==> src/rtl/load_store_unit.sv <==
// Load/store unit: turns byte/half/word core accesses into one or two word-bus
// accesses, splitting misaligned ones and extending load results.
module load_store_unit #(
  parameter int unsigned addrWidth = 32,
  parameter int unsigned dataWidth = 32
) (
  input  logic                 clk,
  input  logic                 rst,
  input  logic                 reqValid,
  output logic                 reqReady,
  input  logic                 reqWe,
  input  logic [2:0]           reqMemOp,
  input  logic [addrWidth-1:0] reqAddr,
  input  logic [dataWidth-1:0] reqWdata,
  output logic                 rspValid,
  output logic [dataWidth-1:0] rspRdata,
  output logic                 rspErr,
  output logic                 memReq,
  input  logic                 memAck,
  output logic                 memWe,
  output logic [addrWidth-1:0] memAddr,
  output logic [dataWidth-1:0] memWdata,
  output logic [3:0]           memWmask,
  input  logic [dataWidth-1:0] memRdata
);

  typedef enum logic [1:0] {StIdle, StAcc0, StAcc1, StResp} state_e;

  state_e stateQ, stateD;

  logic                 weQ, errQ, splitQ;
  logic [2:0]           opQ;
  logic [addrWidth-1:0] addrQ;
  logic [dataWidth-1:0] wdataQ, loQ, hiQ;

  logic                   reqIllegal, reqSplit;
  logic [3:0]             sizeMask;
  logic [7:0]             maskShift;
  logic [2*dataWidth-1:0] wdataShift, loadShift;
  logic [addrWidth-1:0]   word0Addr, word1Addr;
  logic [dataWidth-1:0]   loadResult;

  // Stores with BU/HU are rejected along with the undefined encodings.
  assign reqIllegal = (reqMemOp == 3'd3) || (reqMemOp[2:1] == 2'b11) || (reqWe && reqMemOp[2]);

  always_comb begin
    reqSplit = 1'b0;
    unique case (reqMemOp[1:0])
      2'd1:    reqSplit = (reqAddr[1:0] == 2'd3);
      2'd2:    reqSplit = (reqAddr[1:0] != 2'd0);
      default: reqSplit = 1'b0;
    endcase
  end

  always_comb begin
    sizeMask = 4'b0001;
    unique case (opQ[1:0])
      2'd1:    sizeMask = 4'b0011;
      2'd2:    sizeMask = 4'b1111;
      default: sizeMask = 4'b0001;
    endcase
  end

  // Low half of each shift feeds the first access, high half the second.
  assign maskShift  = {4'b0000, sizeMask} << addrQ[1:0];
  assign wdataShift = {{dataWidth{1'b0}}, wdataQ} << {addrQ[1:0], 3'b000};
  assign loadShift  = {hiQ, loQ} >> {addrQ[1:0], 3'b000};
  assign word0Addr  = {addrQ[addrWidth-1:2], 2'b00};
  assign word1Addr  = word0Addr + {{(addrWidth-3){1'b0}}, 3'b100};

  always_comb begin
    loadResult = loadShift[dataWidth-1:0];
    unique case (opQ)
      3'd0:    loadResult = {{24{loadShift[7]}}, loadShift[7:0]};
      3'd1:    loadResult = {{16{loadShift[15]}}, loadShift[15:0]};
      3'd4:    loadResult = {24'd0, loadShift[7:0]};
      3'd5:    loadResult = {16'd0, loadShift[15:0]};
      default: loadResult = loadShift[dataWidth-1:0];
    endcase
  end

  always_ff @(posedge clk) begin
    if (rst) begin
      stateQ <= StIdle;
    end else begin
      stateQ <= stateD;
    end
  end

  always_comb begin
    stateD = stateQ;
    unique case (stateQ)
      StIdle: if (reqValid) stateD = reqIllegal ? StResp : StAcc0;
      StAcc0: if (memAck) stateD = splitQ ? StAcc1 : StResp;
      StAcc1: if (memAck) stateD = StResp;
      StResp: stateD = StIdle;
      default: stateD = StIdle;
    endcase
  end

  always_ff @(posedge clk) begin
    if (rst) begin
      weQ    <= 1'b0;
      errQ   <= 1'b0;
      splitQ <= 1'b0;
      opQ    <= 3'd0;
      addrQ  <= '0;
      wdataQ <= '0;
      loQ    <= '0;
      hiQ    <= '0;
    end else begin
      if (stateQ == StIdle && reqValid) begin
        weQ    <= reqWe;
        errQ   <= reqIllegal;
        splitQ <= reqSplit;
        opQ    <= reqMemOp;
        addrQ  <= reqAddr;
        wdataQ <= reqWdata;
        loQ    <= '0;
        hiQ    <= '0;
      end
      if (stateQ == StAcc0 && memAck) loQ <= memRdata;
      if (stateQ == StAcc1 && memAck) hiQ <= memRdata;
    end
  end

  always_comb begin
    reqReady = 1'b0;
    memReq   = 1'b0;
    memWe    = 1'b0;
    memAddr  = word0Addr;
    memWmask = weQ ? maskShift[3:0] : 4'b1111;
    memWdata = wdataShift[dataWidth-1:0];
    rspValid = 1'b0;
    rspErr   = 1'b0;
    rspRdata = '0;
    unique case (stateQ)
      StIdle: reqReady = 1'b1;
      StAcc0: begin
        memReq = 1'b1;
        memWe  = weQ;
      end
      StAcc1: begin
        memReq   = 1'b1;
        memWe    = weQ;
        memAddr  = word1Addr;
        memWmask = weQ ? maskShift[7:4] : 4'b1111;
        memWdata = wdataShift[2*dataWidth-1:dataWidth];
      end
      StResp: begin
        rspValid = 1'b1;
        rspErr   = errQ;
        rspRdata = (errQ || weQ) ? '0 : loadResult;
      end
      default: ;
    endcase
  end

endmodule

==> config.mk <==
export PLATFORM = sky130hd
export DESIGN_NAME = load_store_unit
export DESIGN_NICKNAME = d
export VERILOG_FILES = /design/src/rtl/load_store_unit.sv
export SDC_FILE = /design/constraint.sdc
export NUM_CORES = 1
export LEC_CHECK = 0
export ABC_AREA = 0
export CAP_MARGIN = 10
export CORE_MARGIN = 4
export CORE_UTILIZATION = 52
export CTS_CLUSTER_DIAMETER = 100
export DETAILED_ROUTE_END_ITERATION = 6
export PLACE_DENSITY_LB_ADDON = 0.12
export SLEW_MARGIN = 20
export SYNTH_ARGS = -nofsm -noshare
export SYNTH_HDL_FRONTEND = slang
export SYNTH_SLANG_ARGS = --single-unit
==> constraint.sdc <==
create_clock -name clk -period 5.2 [get_ports clk]
set_input_delay 0.78 -clock clk [delete_from_list [all_inputs] [get_ports clk]]
set_output_delay 0.78 -clock clk [all_outputs]
set_load 0.1 [all_outputs]
* Yosys cells after proc, flatten, opt, wreduce, memory -nomap -nowiden *
Index checks and enable logic that the tools add are counted.

operators by class
  add/subtract/negate cells = 1
  eq/ne operators = 16
  shift-type cells = 3
  muxes and demuxes = 24
  reduce and logical (&&, ||, !) cells = 14

operator list
  operator                                                                count
  32-bit two-way mux                                                      7
  32-bit one-hot mux with 4 select lines                                  1
  32-bit by 5-bit left shift with 64-bit output                           1
  64-bit by 5-bit >> shifter with 32-bit output                           1
  32-bit by 3-bit adder with 32-bit output (second input constant)        1
  2-bit equality test (second input constant)                             6
  4-bit two-way mux                                                       3
  2-bit two-way mux                                                       4
  2-bit one-hot mux with 4 select lines                                   1
  4-bit one-hot mux with 2 select lines                                   1
  4-bit by 2-bit left shift with 8-bit output                             1
  2-bit by 1-bit equality test with 1-bit output (second input constant)  3
  3-bit equality test (second input constant)                             2
  1-bit two-way mux                                                       6
  2-bit inequality test (second input constant)                           3
  2-bit nonzero test                                                      3
  1-bit logical AND                                                       4
  3-bit by 1-bit equality test with 1-bit output (second input constant)  1
  3-bit by 2-bit equality test with 1-bit output (second input constant)  1
  3-bit logical NOT                                                       1
  1-bit logical OR                                                        3
  3-bit AND reduction                                                     1
  2-bit logical NOT                                                       1
  1-bit one-hot mux with 2 select lines                                   1
  2-bit OR reduction                                                      1

word-level totals
  register bits = 136
  input bits = 104
  output and inout port bits = 105
  logic and storage cells = 67

* Depth between registers and ports, before layout *
  word-level depth = 6
  depth in mapped cells = 8
  mapped depth without buffers = 6

* Least setup slack after synthesis *
OpenSTA, ideal clock, no wires.

  kind = register to output
  start point = register stateQ[1]
  end point = output rspRdata[21]
  arrival = 3397 ps
  required time = 4420 ps
  path slack = 1023 ps
  cell stages (with the launch flop) = 6
  buffers on the path = 1
  cells stage by stage = dfxtp_1 -> ha_1 -> nand2_1 -> a31o_4 -> buf_6 -> nor2_1

on the way
  longest elaborated chain between the ends = 2

ends and longest elaborated chain
  item                    RTL line  source
  start, declared         29        state_e stateQ, stateD;
  start signal, assigned  84        stateQ <= StIdle;
  start signal, assigned  86        stateQ <= stateD;
  2-bit equality test     137       unique case (stateQ)
  32-bit two-way mux      137
  end, declared           16        output logic [dataWidth-1:0] rspRdata,

Every way passes these cells.

* Final worst setup path *
  start point = register stateQ[0]
  end point = output memWdata[1]

on the way
  longest elaborated chain between the ends = 2

ends and longest elaborated chain
  item                 RTL line  source
  2-bit equality test  137
  32-bit two-way mux   137
  end, declared        22        output logic [dataWidth-1:0] memWdata,

Every way passes these cells.

==> results.sh <==
export IMPL_rr_startpoint="stateQ[0]"
export IMPL_cts_root_buffer="clkbuf_16"
export IMPL_ys_flop_type="dfxtp_1"
export IMPL_setup_tns_final_ns=0
export IMPL_yosysWarnings=0
export IMPL_rsz0062_at_grt="false"
export IMPL_vias_per_cell=5.78
export IMPL_cp_slowest_cell="clkdlybuf4s50_1"
export IMPL_antenna_found_initial=0
export IMPL_layout_drive_gt1_share_pct=9.61
export IMPL_synth_distinct_cells=52
export IMPL_rows=42
export IMPL_cp_max_fo=24
export IMPL_hold_start="splitQ"
export IMPL_grt_pass1_wl_um=34400
export IMPL_synthCells=844
export IMPL_hold_class="flip-flop to flip-flop"
export IMPL_grt_pass1_vias=6680
export IMPL_crit_type="flip-flop to output pin"
export IMPL_cp_required_ns=4.42
export IMPL_die_h_um=126
export IMPL_die_w_um=126
export IMPL_cts_hold_buf=0
export IMPL_cts_tree="built"
export IMPL_cpPeakStageDelay_ns=1.17
export IMPL_synth_edff_count=0
export IMPL_path_clk_slew_ns=0.06
export IMPL_ir_drop_mv=0.403
export IMPL_grtUsageTotal_pct=26.8
export IMPL_synth_top_cells_by_area="dfxtp_1 36%, nand2_1 8.7%, a22oi_1 6.0%, mux4_1 5.9%, a21oi_1 5.6%"
export IMPL_cts_sinks=128
export IMPL_grt_max_degree=84
export IMPL_p_leak_nw=3.61
export IMPL_cts_buffers=17
export IMPL_cts_buffer_depth=2
export IMPL_yosysTopAreaCellShare_pct=35.7
export IMPL_yosysSeqAreaShare_pct=35.7
export IMPL_post_route_min_period_ns=4.45
export IMPL_post_route_period_util_pct=85.6
export IMPL_io_pins=209
export IMPL_vias=6911
export IMPL_critical_path_cell_chain="inv_1, ha_1, nand2_1, o2bb2ai_1, clkdlybuf4s50_1"
export IMPL_crit_path_end_kind="output pin"
export IMPL_port_buffer_count=206
export IMPL_avgRoutedWirePerCell_um=18.0
export IMPL_worst_path_buf_inv=2
export IMPL_slew_headroom_pct=28.6
export IMPL_yosys_area_top_type="dfxtp_1"
export IMPL_synth_cell_area_um2=7180
export IMPL_ctsHtreeMaxLevel=4
export IMPL_drv_slew=0
export IMPL_synthArstFlopShare_pct=0
export IMPL_cap_violations=0
export IMPL_totalWireLength_um=21600
export IMPL_fin_area_um2=9720
export IMPL_crit_path_start_kind="flip-flop"
export IMPL_clock_latency_ns=0.42
export IMPL_drtAntennaViolNets=0
export IMPL_ctsResizeCount=0
export IMPL_worstPathArrival_ns=3.67
export IMPL_place_hpwl_um=14700
export IMPL_firstDrtPassIters=5
export IMPL_finalSetupViolCount=0
export IMPL_hold_viol=0
export IMPL_syn_area_per_cell_um2=8.51
export IMPL_clock_skew_final_ns=0.00335
export IMPL_coreArea_um2=13400
export IMPL_gp_congestion=0.972
export IMPL_grt_overflow=0
export IMPL_diodes=0
export IMPL_worst_pin_slew_ns=1.07
export IMPL_fin_nets=1122
export IMPL_area_growth_syn_to_layout_pct=35.3
export IMPL_dieArea_um2=15800
export IMPL_drc_errors=0
export IMPL_powerDensity_nw_per_um2=496
export IMPL_status="finished, final reports clean"
export IMPL_post_route_util_pct=72.6
export IMPL_critPathLaunch="stateQ[0]"
export IMPL_initial_utilization_pct=53.6
export IMPL_fmax_mhz=225
export IMPL_place_area_um2=9090
export IMPL_postSynthRegisterBits=128
export IMPL_first_iter_violations=553
export IMPL_postCtsSetupRepairBufs=0
export IMPL_critPathTopFamily="buffers and inverters"
[placed cells by master (no fill, tap or decap), types with 3 or more instances in the layout]
cell             netlist  routed
ha_1                  11      11
clkinv_4               0       3
clkbuf_16              0      17
xnor2_1               24      24
a21oi_1               80      80
and3_1                14      14
mux4_2                15      15
o22ai_1                8       8
inv_1                 12      12
clkinv_2               0       3
nand3_1               10      10
nor3_1                 3       3
or2_2                  3       3
mux2_2                 3       3
dfxtp_1              128     126
nor2_1               102     101
mux4_1                16      16
mux2i_1               27      27
o2bb2ai_1              8       8
nand2_1              167     166
nand4_1               12      12
bufinv_16              0       4
nand2b_1               3       3
buf_4                  8      32
and2_1                14      13
a22oi_1               57      57
a211oi_1               8       8
xor2_1                 5       5
o21ai_0               12      12
a22o_1                 8       8
clkdlybuf4s50_1        0     181
[synth_stat cells (5+ instances only)]
library cell	instances
a211oi_1	8
a21oi_1	80
a22o_1	8
a22oi_1	57
and2_1	14
and3_1	14
buf_2	16
buf_4	8
buf_6	6
clkbuf_1	35
dfxtp_1	128
ha_1	11
inv_1	12
mux2i_1	27
mux4_1	16
mux4_2	15
nand2_1	167
nand3_1	10
nand4_1	12
nor2_1	102
o21ai_0	12
o22ai_1	8
o2bb2ai_1	8
xnor2_1	24
xor2_1	5
[stage by stage]
step,power [mW],setup WS [ns],instances,hold WS [ns]
6_report,4.82,0.749,1196,0.467
5_1_grt,5.03,0.508,1196,0.498
4_1_cts,4.84,0.728,1196,0.467
3_5_place_dp,3.56,1.18,1164,0.459
3_3_place_gp,3.54,1.22,1164,0.453
2_1_floorplan,3.03,1.02,845,0.437
[kinds of logic after synthesis]
family                     synth area share, %
AOI/OAI and AO/OA                         17.2
DFF                                       35.7
other                                   0.0522
muxes                                     14.8
xor gates and xnor gates                  3.54
adders and majority gates                 1.92
and+or+nand+nor                           20.8
buffers and inverters                     5.99
[path summary, 6_finish.rpt]
kind / to / slack, ns / cells after the start
hold / removal: splitQ / 0.47 / 2
setup / recovery: memWdata[1] / 0.75 / 5
hold reg to reg: splitQ / 0.47 / 2
setup reg to reg: hiQ[21] / 2.33 / 7
[worst min-delay path, stage by stage, from the launching register on]
cell     delay (ns)
dfxtp_1        0.31
nand2_1        0.05
a21oi_1        0.05
[state kept, by name, indices dropped and copies added, names as in the netlist]
register and cells:
opQ 3, addrQ 32, errQ 1, wdataQ 32, loQ 32, stateQ 2
hiQ 24, splitQ 1, weQ 1
[layer usage]
layer | GRT usage (%) | share of wire, %
met1 | 34.2 | 42
met3 | 7.89 | 9.2
met4 | 8.99 | 1.7
met2 | 43.8 | 47
met5 | 0 | 0
[cell type report]
class / instances / area [um^2]
multi-input cells: 635 / 4200
fillers: 1057 / 3680
flip-flops and latches: 128 / 2570
repair buffers: 213 / 2050
clock buffers: 19 / 453
well taps: 176 / 220
clock inverters: 13 / 184
inverters: 12 / 45.0
[report_power, final]
part / switching (mW) / internal (mW)
Clock: 0.453 / 0.828
Combinational: 1.62 / 0.621
Sequential: 0.180 / 1.12
Total: 2.25 / 2.57
Power figures use the tool's default switching activity.
